## config.mk

```make
export PLATFORM = sky130hd
export DESIGN_NAME = mem_arbiter
export DESIGN_NICKNAME = d
export VERILOG_FILES = /design/src/rtl/vec_mem_pkg.sv /design/src/rtl/mem_arb_fifo.sv /design/src/rtl/mem_arbiter.sv
export SDC_FILE = /design/constraint.sdc
export NUM_CORES = 1
export LEC_CHECK = 0
export ABC_AREA = 1
export CAP_MARGIN = 10
export CORE_ASPECT_RATIO = 0.5
export CORE_MARGIN = 1
export CORE_UTILIZATION = 50
export DETAILED_ROUTE_END_ITERATION = 8
export PLACE_DENSITY_LB_ADDON = 0.12
export SLEW_MARGIN = 40
export SYNTH_ARGS = -nofsm -noshare
export SYNTH_HDL_FRONTEND = slang
export SYNTH_SLANG_ARGS = --single-unit
```

## constraint.sdc

```tcl
create_clock -name clk_sys -period 2.1 [get_ports clk_sys]
set_input_delay 0.42 -clock clk_sys [delete_from_list [all_inputs] [get_ports clk_sys]]
set_output_delay 0.42 -clock clk_sys [all_outputs]
set_load 0.05 [all_outputs]
```

## src/rtl/vec_mem_pkg.sv

```systemverilog
// vec_mem_pkg: shared types and defaults for the sram byte-port arbiter
package vec_mem_pkg;
    localparam int ADDR_W_DEF = 25;

    typedef enum logic [1:0] {IDLE, ISSUE, WAIT} state_t;
    typedef enum logic [1:0] {REQ_NONE, REQ_LDR, REQ_CPU, REQ_DMA} req_t;

    typedef struct packed {
        logic [ADDR_W_DEF-1:0] addr;
        logic [7:0]            data;
        logic                  we;
    } mem_cmd_t;
endpackage

```

## src/rtl/mem_arb_fifo.sv

```systemverilog
// mem_arb_fifo: 2-entry loader write buffer with sticky drop flag
module mem_arb_fifo
    import vec_mem_pkg::*;
(
    input  logic     clk_sys,
    input  logic     reset_n,
    input  logic     i_push,
    input  mem_cmd_t i_din,
    input  logic     i_pop,
    input  logic     i_clr_ovf,
    output mem_cmd_t o_head,
    output logic     o_empty,
    output logic     o_overflow
);
    mem_cmd_t   r_mem [2];
    logic       r_wp, r_rp, r_ovf;
    logic [1:0] r_cnt;
    logic       w_full, w_push, w_pop;

    assign w_full  = r_cnt == 2'd2;
    assign w_pop   = i_pop & (r_cnt != 2'd0);
    // a pop in the same cycle frees a slot, so a full buffer still accepts
    assign w_push  = i_push & (~w_full | w_pop);
    assign o_head  = r_mem[r_rp];
    assign o_empty = r_cnt == 2'd0;
    assign o_overflow = r_ovf;

    always_ff @(posedge clk_sys or negedge reset_n) begin
        if (!reset_n) begin
            r_mem[0] <= '0;
            r_mem[1] <= '0;
            r_wp     <= 1'b0;
            r_rp     <= 1'b0;
            r_cnt    <= 2'd0;
            r_ovf    <= 1'b0;
        end else begin
            if (w_push) begin
                r_mem[r_wp] <= i_din;
                r_wp        <= ~r_wp;
            end
            if (w_pop) r_rp <= ~r_rp;
            r_cnt <= r_cnt + 2'(w_push) - 2'(w_pop);
            r_ovf <= (r_ovf & ~i_clr_ovf) | (i_push & ~w_push);
        end
    end
endmodule

```

## src/rtl/mem_arbiter.sv

```systemverilog
// mem_arbiter: shares the sram byte port between loader, CPU and DMA requesters
module mem_arbiter
    import vec_mem_pkg::*;
#(
    parameter int ADDR_W     = ADDR_W_DEF,
    parameter int STARVE_MAX = 8,
    parameter int TIMEOUT    = 255
) (
    input  logic              clk_sys,
    input  logic              reset_n,
    input  logic              ldr_active,
    input  logic              ldr_wr,
    input  logic [ADDR_W-1:0] ldr_addr,
    input  logic [7:0]        ldr_data,
    output logic              ldr_overflow,
    input  logic              cpu_req,
    input  logic              cpu_we,
    input  logic [ADDR_W-1:0] cpu_addr,
    input  logic [7:0]        cpu_din,
    output logic [7:0]        cpu_dout,
    output logic              cpu_ack,
    input  logic              dma_req,
    input  logic              dma_we,
    input  logic [ADDR_W-1:0] dma_addr,
    input  logic [7:0]        dma_din,
    output logic [7:0]        dma_dout,
    output logic              dma_ack,
    output logic [ADDR_W-1:0] mem_addr,
    output logic [7:0]        mem_din,
    output logic              mem_we,
    output logic              mem_rd,
    input  logic [7:0]        mem_dout,
    input  logic              mem_ready,
    output logic              busy,
    output logic              timeout_err
);
    localparam int SW = $clog2(STARVE_MAX + 1);
    localparam int TW = $clog2(TIMEOUT + 1);

    state_t        r_state, w_next;
    req_t          r_who, w_grant;
    mem_cmd_t      r_cmd, w_sel, w_head;
    logic [SW-1:0] r_starve;
    logic [TW-1:0] r_tmo;
    logic [7:0]    r_cpu_dout, r_dma_dout, w_rdata;
    logic          r_ldr_d, r_cpu_ack, r_dma_ack, r_tmo_err;
    logic          w_empty, w_starved, w_tmo_hit, w_done;

    mem_arb_fifo u_fifo (
        .clk_sys    (clk_sys),
        .reset_n    (reset_n),
        .i_push     (ldr_wr),
        .i_din      (mem_cmd_t'({ldr_addr, ldr_data, 1'b1})),
        .i_pop      (w_grant == REQ_LDR),
        .i_clr_ovf  (ldr_active & ~r_ldr_d),
        .o_head     (w_head),
        .o_empty    (w_empty),
        .o_overflow (ldr_overflow)
    );

    assign w_starved = dma_req & (r_starve == SW'(STARVE_MAX));
    assign w_tmo_hit = (r_state == WAIT) & ~mem_ready & (r_tmo == TW'(TIMEOUT - 1));
    assign w_done    = (r_state == WAIT) & (mem_ready | w_tmo_hit);
    assign w_rdata   = mem_ready ? mem_dout : 8'hFF;

    // buffered loader writes always win; hosts are locked out while the loader owns memory
    always_comb begin
        w_grant = REQ_NONE;
        if (r_state == IDLE)
            w_grant = !w_empty   ? REQ_LDR  :
                      ldr_active ? REQ_NONE :
                      w_starved  ? REQ_DMA  :
                      cpu_req    ? REQ_CPU  :
                      dma_req    ? REQ_DMA  : REQ_NONE;
        w_sel = w_grant == REQ_LDR ? w_head :
                w_grant == REQ_CPU ? mem_cmd_t'({cpu_addr, cpu_din, cpu_we}) :
                                     mem_cmd_t'({dma_addr, dma_din, dma_we});
    end

    always_comb begin
        w_next = r_state;
        case (r_state)
            IDLE:    if (w_grant != REQ_NONE) w_next = ISSUE;
            ISSUE:   w_next = WAIT;
            WAIT:    if (w_done) w_next = IDLE;
            default: w_next = IDLE;
        endcase
    end

    always_ff @(posedge clk_sys or negedge reset_n) begin
        if (!reset_n) r_state <= IDLE;
        else          r_state <= w_next;
    end

    always_ff @(posedge clk_sys or negedge reset_n) begin
        if (!reset_n) begin
            r_who      <= REQ_NONE;
            r_cmd      <= '0;
            r_starve   <= '0;
            r_tmo      <= '0;
            r_cpu_dout <= 8'h00;
            r_dma_dout <= 8'h00;
            r_ldr_d    <= 1'b0;
            r_cpu_ack  <= 1'b0;
            r_dma_ack  <= 1'b0;
            r_tmo_err  <= 1'b0;
        end else begin
            r_ldr_d   <= ldr_active;
            r_cpu_ack <= 1'b0;
            r_dma_ack <= 1'b0;
            r_tmo     <= (r_state == WAIT) ? r_tmo + 1'b1 : '0;
            if (w_grant != REQ_NONE) begin
                r_who <= w_grant;
                r_cmd <= w_sel;
            end
            if (w_grant == REQ_DMA)
                r_starve <= '0;
            else if (w_grant == REQ_CPU && dma_req && r_starve != SW'(STARVE_MAX))
                r_starve <= r_starve + 1'b1;
            if (w_done) begin
                r_cpu_ack <= r_who == REQ_CPU;
                r_dma_ack <= r_who == REQ_DMA;
                if (r_who == REQ_CPU && (w_tmo_hit || !r_cmd.we)) r_cpu_dout <= w_rdata;
                if (r_who == REQ_DMA && (w_tmo_hit || !r_cmd.we)) r_dma_dout <= w_rdata;
                if (w_tmo_hit) r_tmo_err <= 1'b1;
            end
        end
    end

    assign mem_addr    = r_cmd.addr;
    assign mem_din     = r_cmd.data;
    assign mem_we      = (r_state == ISSUE) & r_cmd.we;
    assign mem_rd      = (r_state == ISSUE) & ~r_cmd.we;
    assign cpu_ack     = r_cpu_ack;
    assign dma_ack     = r_dma_ack;
    assign cpu_dout    = r_cpu_dout;
    assign dma_dout    = r_dma_dout;
    assign busy        = r_state != IDLE;
    assign timeout_err = r_tmo_err;
endmodule

```

# Word level (Yosys, flattened, before mapping)
# Index checks and enable logic that the tools add are counted.
[totals]
input_bits = 116
output_inout_bits = 56
reg_bits = 143
elab_cells = 107
[classes]
bitwise = 24
n_lt_le_gt_ge = 3
n_reduce_logical = 17
eq_ne = 13
add_sub_neg = 4
mux = 23
[ops]
columns = ["operator", "n"]
rows = [
  ["two-way mux 34 bit", 6],
  ["bitwise mux 68 bit", 1],
  ["demux 34 bit (select 1 bit)", 1],
  ["two-way mux 2 bit", 8],
  ["two-way mux 8 bit", 2],
  ["equality test 2 bit, second input constant", 6],
  ["bitwise AND 1 bit", 11],
  ["adder 8 x 1 -> 8 bit, second input constant", 1],
  ["equality test 8 bit, second input constant", 1],
  ["two-way mux 4 bit", 2],
  ["NOT 1 bit", 8],
  ["AND reduction 2 bit", 4],
  ["nonzero test 2 bit", 4],
  ["case mux 2 bit (3 select lines)", 1],
  ["logical AND 1 bit", 5],
  ["adder 4 x 1 -> 4 bit, second input constant", 1],
  ["equality test 2 x 1 -> 1 bit, second input constant", 2],
  ["equality test 4 bit, second input constant", 1],
  ["greater-or-equal comparator 2 bit, second input constant", 2],
  ["zero test 2 bit", 2],
  ["inequality test 4 bit, second input constant", 1],
  ["NOT 1 -> 2 bit", 2],
  ["bitwise OR 1 bit", 3],
  ["adder 2 x 1 -> 2 bit", 1],
  ["7 further kinds", 8],
]

# Longest topological paths before layout
# Gate-level depths: netlist of the first run.
[logic_depth]
depth_word = 13
depth_mapped = 13
depth_no_buf = 11

# Hierarchy
# Synthesis of the first run repeated with hierarchy kept, for this count alone.
[unflattened]
cells_unflattened = 1007
area_unflattened_um2 = 7653.6
[modules_own_cells]
columns = ["mod", "seq_area_each_um2", "cells_each", "area_each_um2", "instances"]
rows = [
  ["mem_arbiter", 1751.7, 567, 4134.0, 1],
  ["mem_arb_fifo", 1826.8, 440, 3519.6, 1],
]

# Worst setup path before layout of the first run
# OpenSTA, ideal clock, no wires.
[synth_timing]
kind = "reg-to-output"
startpoint = "register r_state[1]"
endpoint = "output mem_rd"
path_buffers = 0
setup_slack_ns = 0.441
path_stages_with_launch = 4
t_required_ns = 1.680
arrival_time_ns = 1.239
cell_sequence = "dfrtp_1 -> inv_1 -> nand2_1 -> nor2_1"
[synth_via]
elab_chain_len = 2
[synth_lines]
columns = ["element", "line_no", "rtl"]
rows = [
  ["start, declared", "mem_arbiter.sv:40", "state_t r_state, w_next;"],
  ["start signal, assigned", "mem_arbiter.sv:92", "else r_state <= w_next;"],
  ["equality test 2 x 1 -> 1 bit", "mem_arbiter.sv:133", "assign mem_rd = (r_state == ISSUE) & ~r_cmd.we;"],
  ["bitwise AND 1 bit", "mem_arbiter.sv:133", ""],
  ["end, declared", "mem_arbiter.sv:31", "output logic mem_rd,"],
]
# Every way passes these cells.

# Worst setup path after layout of the first run
[layout_timing]
startpoint = "register r_cmd, in the netlist mem_din[4]"
endpoint = "output mem_din[4]"
[layout_lines]
columns = ["element", "line_no", "rtl"]
rows = [
  ["start, declared", "mem_arbiter.sv:42", "mem_cmd_t r_cmd, w_sel, w_head;"],
  ["start signal, assigned", "mem_arbiter.sv:114", "r_cmd <= w_sel;"],
  ["end, declared", "mem_arbiter.sv:29", "output logic [7:0] mem_din,"],
]
# No word-level cell between the ends.

==> results of run 1 <==
==> power breakdown <==
group | internal (mW) | leakage [nW] | switching, mW | total [mW]
combinational | 2.37 | 2.44 | 4.65 | 7.02
sequential | 3.95 | 1.78 | 0.665 | 4.62
clock | 1.89 | 0.303 | 1.23 | 3.12
==> through the flow <==
| step | hold slack (ns) | setup slack (ns) | TNS (ns) |
|---|---|---|---|
| after floorplan | 0.124 | 0.441 | 0 |
| after detailed placement | 0.416 | -0.0185 | -0.0844 |
| after CTS | 0.451 | 0.0425 | 0 |
| final | 0.455 | 0.0479 | 0 |
| after global routing | 0.475 | 0.00512 | 0 |
| after global placement | 0.419 | 0.0156 | 0 |
==> cell families after synthesis <==
logic type,Yosys count
AOI/OAI and AO/OA,98
adders and majority gates,5
DFF,143
xor gates and xnor gates,6
buffers and inverters,149
and+or+nand+nor,477
==> cell usage in the layout, fill, tap and decap left out <==
master and instances:
xor2_1 6, inv_2 6, nor2_4 5, clkinv_1 1, a21oi_1 12, buf_6 1, bufinv_16 3, nand2_2 4
nand3_2 2, buf_12 5, o211ai_1 29, o21ai_2 1, nor3_1 3, dlygate4sd3_1 1, clkinv_4 2, o21ai_1 1
nand2_4 1, inv_6 6, dfrtp_1 143, or2_2 9, inv_1 64, buf_4 24, nand4_1 16, clkdlybuf4s50_1 165
o21ai_0 55, nand3_1 108, clkbuf_16 17, nand2_1 311, nor2_1 16, dlymetal6s2s_1 1, ha_1 5, clkinv_2 4
nand3b_1 2
==> layout make-up <==
| type | instances | area [sq um] |
|---|---|---|
| Multi-Input combinational cell | 586 | 2750 |
| Sequential cell | 143 | 3580 |
| Inverter | 71 | 267 |
| Clock inverter | 15 | 180 |
| Clock buffer | 17 | 425 |
| Timing Repair Buffer | 197 | 1970 |
| Tap cell | 192 | 240 |
| Fill cell | 1138 | 4260 |
==> sequential cells by signal, indices dropped and copies added, names as in the netlist <==
signal and flops:
mem_din 8, u_fifo.r_rp 1, r_starve 4, u_fifo.r_mem 68, u_fifo.r_wp 1, dma_dout 8, u_fifo.r_cnt 2, u_fifo.o_overflow 1
r_ldr_d 1, dma_ack 1, r_cmd 1, mem_addr 25, timeout_err 1, r_who 2, cpu_ack 1, r_tmo 8
r_state 2, cpu_dout 8
==> timing repair <==
action | 4_1_cts | 5_1_grt
endpoints found under the hold margin | 51 | 0
setup endpoints to repair | 0 | 1
buffers inserted | 0 | 0
hold buffers | 1 | 0
gates resized for setup | 0 | 1
==> how the worst min path moves through the flow <==
| stage | endpoint | depth (start not counted) |
|---|---|---|
| global placement | r_tmo[4]$_DFF_PN0_ | 1 |
| finish | u_fifo.r_mem[34]$_DFFE_PN0P_ | 2 |
| floorplan | cpu_ack$_DFF_PN0_ | 0 |
| global route | u_fifo.r_mem[34]$_DFFE_PN0P_ | 2 |
| detailed placement | r_tmo[4]$_DFF_PN0_ | 1 |
| CTS | u_fifo.r_mem[34]$_DFFE_PN0P_ | 2 |
==> metal layers <==
layer / part of all wire / GRT usage / vias up
li1: - / - / 3081
met1: 0.46 / 0.361 / 3018
met2: 0.46 / 0.436 / 209
met3: 0.064 / 0.0609 / 18
met4: 0.010 / 0.0786 / 0
met5: 0 / 0 / -
==> qor.yml, run 1 <==
hold_path:
  min_from: "u_fifo.r_mem[34]$_DFFE_PN0P_"
  min_path_type: "reg2reg"
placed_design:
  portBuffers: 171
  placed_area_sq_um: 8790
  gp_congestion: 0.882
  place_inst: 1188
  place_hpwl_mm: 12.8
floorplanning:
  rows: 30
  core_sq_um: 13700
  dieArea_sq_um: 14700
  fp.dieW_microns: 170
  die_h_microns: 86.1
  initial_core_util: 0.518
  ioPinCount: 172
sta:
  period_minus_slack_ns: 2.05
  maxSlewHeadroom: 0.558
  skew_ns: 0.0141
  fin_crit_sh: 0.977
  rsz0062_at_grt: "no"
  tightestPinTransition_ns: 0.661
  finalSetupViolCount: 0
  fmax_mhz: 487
  report.final.hold_viol_count: 0
  slew_violations: 0
setup_path:
  worstPathMaxFanout: 2
  cp.depth: 1
  crit_required_ns: 1.68
  crit_buf_inv: 1
  path_class: "reg2out"
  worst_ep_arrival_time_ns: 1.63
  r2r-start: "r_starve[0]$_DFFE_PN0P_"
  worst_path_max_delay_cell: "clkdlybuf4s50_1"
  critical_path.top_delay_family: "buffers and inverters"
  cp-start-kind: "flip-flop"
  crit_end: "mem_din[4]"
  reg2reg_to: "mem_addr[20]$_DFFE_PN0P_"
  r2r_cells: 11
  critPathCaptureType: "primary output"
  startpoint: "mem_din[4]$_DFFE_PN0P_"
  critical-path-max-stage-delay_ns: 0.83
  r2r_setup_slack_ns: 0.22
  crit_chain: "clkdlybuf4s50_1"
logic_synthesis:
  netlist_instances: 878
  yosys.area_share.xor_xnor: 0.00742
  synth_ff_type: "dfrtp_1"
  yosys-top-cells-count: "nand2_1, dfrtp_1, nand3_1"
  synth_compound_area_frac: 0.0795
  ys_warn_count: 0
  syn_area_sq_um: 7080
  synth-simple-area-share: 0.291
  synth_area_leader_cell: "dfrtp_1"
  synth_top_family_by_area: "simple AND/OR/NAND/NOR gates"
  synth.net_count: 999
  synth.distinct_cells: 26
  synth_area_leaders: "dfrtp_1, nand2_1, nand3_1"
  post-synth-top-count-cell: "nand2_1"
  synth-seq-area-share: 0.506
  yosys-mux-area-fraction: 0
  synth_top_area_frac: 0.506
  synth_edf_count: 0
  yosys_register_bits: 143
  synth_adder_area_share: 0.00884
  synth.avg_cell_area_sq_um: 8.06
  synthArstFlopShare: 1.00
clock_network:
  cts.sinks: 143
  h-tree-depth: 4
  cts_tree: "yes"
  clk_latency_ns: 0.42
  cts-root-buf: "clkbuf_16"
  cts_buffers: 17
  clock_path_buffers: 2
  clkTransAtPathRegs_ns: 0.06
drt:
  drc: 0
  wl_per_cell_microns: 15.0
  viasPerCell: 5.18
  vias: 6326
  firstDrtPassIters: 5
  drt_iter0_drc: 442
  ant_nets: 0
  wl_mm: 18.4
final_layout:
  syn_to_final_growth_pct: 32.9
  final-instance-count-excl-fill: 1221
  final_cell_area_sq_um: 9410
  layout.nets: 1137
  drive_gt1_frac: 0.0875
  final_core_util: 0.688
  diodes: 0
power:
  power.leakage_nw: 4.53
  power_density_nw_per_um2: 1570
  p_total_mw: 14.8
  ir_worst_vdd_mv: 0.915
outcome:
  status: "finished, final reports clean"
job:
  max_cap_violations: 0
global_route:
  grt_max_degree: 57
  grt_usage: 0.268
  antenna_found_initial: 0
  grt_pass1_vias: 6172
  overflow: 0
  grt_pass1_wl_mm: 30.4
(Power assumes the default switching activity.)
==> run 2: changes to the inputs <==
Settings changed: GPL_TIMING_DRIVEN from default to 0.
==> qor.yml, run 2 (synthesis gave the netlist of run 1 again) <==
outcome:
  status: "finished, final reports clean"
power:
  p_total_mw: 15.2  # +3.2%
  power_density_nw_per_um2: 1570  # -0.18%
  ir_worst_vdd_mv: 0.931  # +1.7%
  power.leakage_nw: 5.00  # +10%
drt:
  viasPerCell: 5.22  # +0.76%
  drc: 0  # unchanged
  wl_mm: 19.6  # +6.6%
  firstDrtPassIters: 6  # +1
  wl_per_cell_microns: 15.4  # +2.2%
  ant_nets: 0  # unchanged
  vias: 6651  # +5.1%
  drt_iter0_drc: 560  # +27%
sta:
  report.final.hold_viol_count: 0  # unchanged
  hold_ws_ns: 0.450  # -0.00480 ns
  maxSlewHeadroom: 0.531  # -0.0267
  tightestPinTransition_ns: 0.701  # +0.0399 ns
  skew_ns: 0.0178  # +0.00369 ns
  fmax_mhz: 483  # -0.84%
  fin_crit_sh: 0.985  # +0.00824
  timing.final.ws_setup_ns: 0.0306  # -0.0173 ns
  period_minus_slack_ns: 2.07  # +0.0173 ns
  fin_setup_tns_ns: 0  # unchanged
  finalSetupViolCount: 0  # unchanged
  slew_violations: 0  # unchanged
  rsz0062_at_grt: "no"
setup_path:
  startpoint: "mem_addr[16]$_DFFE_PN0P_"
  crit_end: "mem_addr[16]"
  worstPathMaxFanout: 2  # unchanged
  cp.depth: 2  # +1
  r2r_setup_slack_ns: 0.13  # -0.09 ns
  path_class: "reg2out"
  reg2reg_to: "mem_addr[4]$_DFFE_PN0P_"
  crit_buf_inv: 2  # +1
  r2r_cells: 10  # -1
  cp-start-kind: "flip-flop"
  worst_path_max_delay_cell: "clkdlybuf4s50_1"
  critPathCaptureType: "primary output"
  critical_path.top_delay_family: "buffers and inverters"
  r2r-start: "r_starve[0]$_DFFE_PN0P_"
  worst_ep_arrival_time_ns: 1.65  # +0.02 ns
  crit_chain: "buf_4 > clkdlybuf4s50_1"
  crit_required_ns: 1.68  # about the same
  critical-path-max-stage-delay_ns: 0.80  # -0.03 ns
clock_network:
  clkTransAtPathRegs_ns: 0.06  # about the same
  cts.sinks: 143  # unchanged
  postCtsSetupBuffers: 0  # unchanged
  cts-root-buf: "clkbuf_16"
  h-tree-depth: 4  # unchanged
  cts_buffers: 17  # unchanged
  clk_latency_ns: 0.42  # about the same
  clock_path_buffers: 2  # unchanged
  cts_tree: "yes"
floorplanning:
  ioPinCount: 172  # unchanged
  dieArea_sq_um: 14700  # unchanged
  die_h_microns: 86.1  # unchanged
  core_sq_um: 13700  # unchanged
  fp.dieW_microns: 170  # unchanged
  initial_core_util: 0.518  # unchanged
  rows: 30  # unchanged
hold_path:
  min_path_type: "reg2reg"
placed_design:
  portBuffers: 171  # unchanged
  place_inst: 1242  # +4.5%
  dp_slack_ns: -0.323  # -0.305 ns
  placed_area_sq_um: 9060  # +3.1%
  place_hpwl_mm: 13.9  # +8.1%
  gp_congestion: 0.887  # +0.51%
global_route:
  met2_usage: 0.462  # +0.0261
  use_met1: 0.371  # +0.00965
  grt_max_degree: 74  # +30%
  grt_usage: 0.280  # +0.0116
  antenna_found_initial: 0  # unchanged
  use_met3: 0.0688  # +0.00784
  overflow: 0  # unchanged
  grt_pass1_wl_mm: 31.6  # +3.7%
  busiest_layer: "met2"
  grt_pass1_vias: 6398  # +3.7%
final_layout:
  final_common_cell: "nand2_1"
  final_cell_mix: "nand2_1, dfrtp_1, clkdlybuf4s50_1"
  diodes: 0  # unchanged
  layout.nets: 1191  # +4.7%
  drive_gt1_frac: 0.117  # +0.0299
  final-instance-count-excl-fill: 1274  # +4.3%
  syn_to_final_growth_pct: 37.4
  regMostFlops: "u_fifo.r_mem"
  regArea_sq_um: 3580  # unchanged
  final_core_util: 0.712  # +0.0235
  multiInputGateArea_sq_um: 2740  # -0.32%
  nFillCells: 1120  # -1.6%
  largest_register_ffs: 68  # unchanged
  final_cell_area_sq_um: 9730  # +3.4%
job:
  max_cap_violations: 0  # unchanged
[run 2: changes by cell type in the layout (fill, tap and decap cells not counted), sizes merged]
cell | previous run | this run
inv | 76 | 74
clkinv | 7 | 5
buf | 30 | 67
clkdlybuf4s50 | 165 | 135
clkbuf | 17 | 32
dlygate4sd2 | 0 | 9
dlymetal6s2s | 1 | 24
clkinvlp | 0 | 3
[run 2: metal layers]
| metal | share of wire | routed length, microns |
|---|---|---|
| met5 | 0 | 0 |
| met1 | 0.44 | 8710 |
| met3 | 0.080 | 1570 |
| met2 | 0.47 | 9130 |
| met4 | 0.0085 | 167 |
[run 2: final cells by class]
type,instances,area share
sequential,143,0.368
multi-input combinational,586,0.282
clock buffer,17,0.0437
timing repair buffer,173,0.184
tap,192,0.0247
inverter,71,0.0274
clock inverter,14,0.0189
buffer,78,0.0513
[run 2: power breakdown]
part | switching (mW) | internal, mW
clock | 1.25 | 1.89
sequential | 0.613 | 3.95
combinational | 4.90 | 2.63
total | 6.77 | 8.47
[run 2: worst reg2reg max path: cells and delay by family, from the launching register on]
family / cells / cell delay (ns)
and+or+nand+nor: 7 / 0.79
buffers and inverters: 2 / 0.56
DFF: 1 / 0.37
adders and majority gates: 1 / 0.19
[run 2: timing repair]
action | CTS | global route
endpoints found under the hold margin | 39 | 0
gates resized for setup | 13 | 31
gates cloned | 0 | 0
endpoints found under the setup margin | 11 | 35
hold buffers | 1 | 0
[run 2: how the worst min path moves through the flow]
stage / cells past startpoint / from / slack (ns) / end
finish: 2 / u_fifo.r_mem[34]$_DFFE_PN0P_ / 0.45 / u_fifo.r_mem[34]$_DFFE_PN0P_
global route: 1 / u_fifo.r_mem[0]$_DFFE_PN0P_ / 0.48 / u_fifo.r_mem[0]$_DFFE_PN0P_
CTS: 2 / u_fifo.r_mem[34]$_DFFE_PN0P_ / 0.45 / u_fifo.r_mem[34]$_DFFE_PN0P_
detailed placement: 1 / reset_n / 0.42 / r_tmo[5]$_DFF_PN0_
global placement: 2 / u_fifo.r_mem[34]$_DFFE_PN0P_ / 0.43 / u_fifo.r_mem[34]$_DFFE_PN0P_
floorplan: 0 / reset_n / 0.12 / cpu_ack$_DFF_PN0_
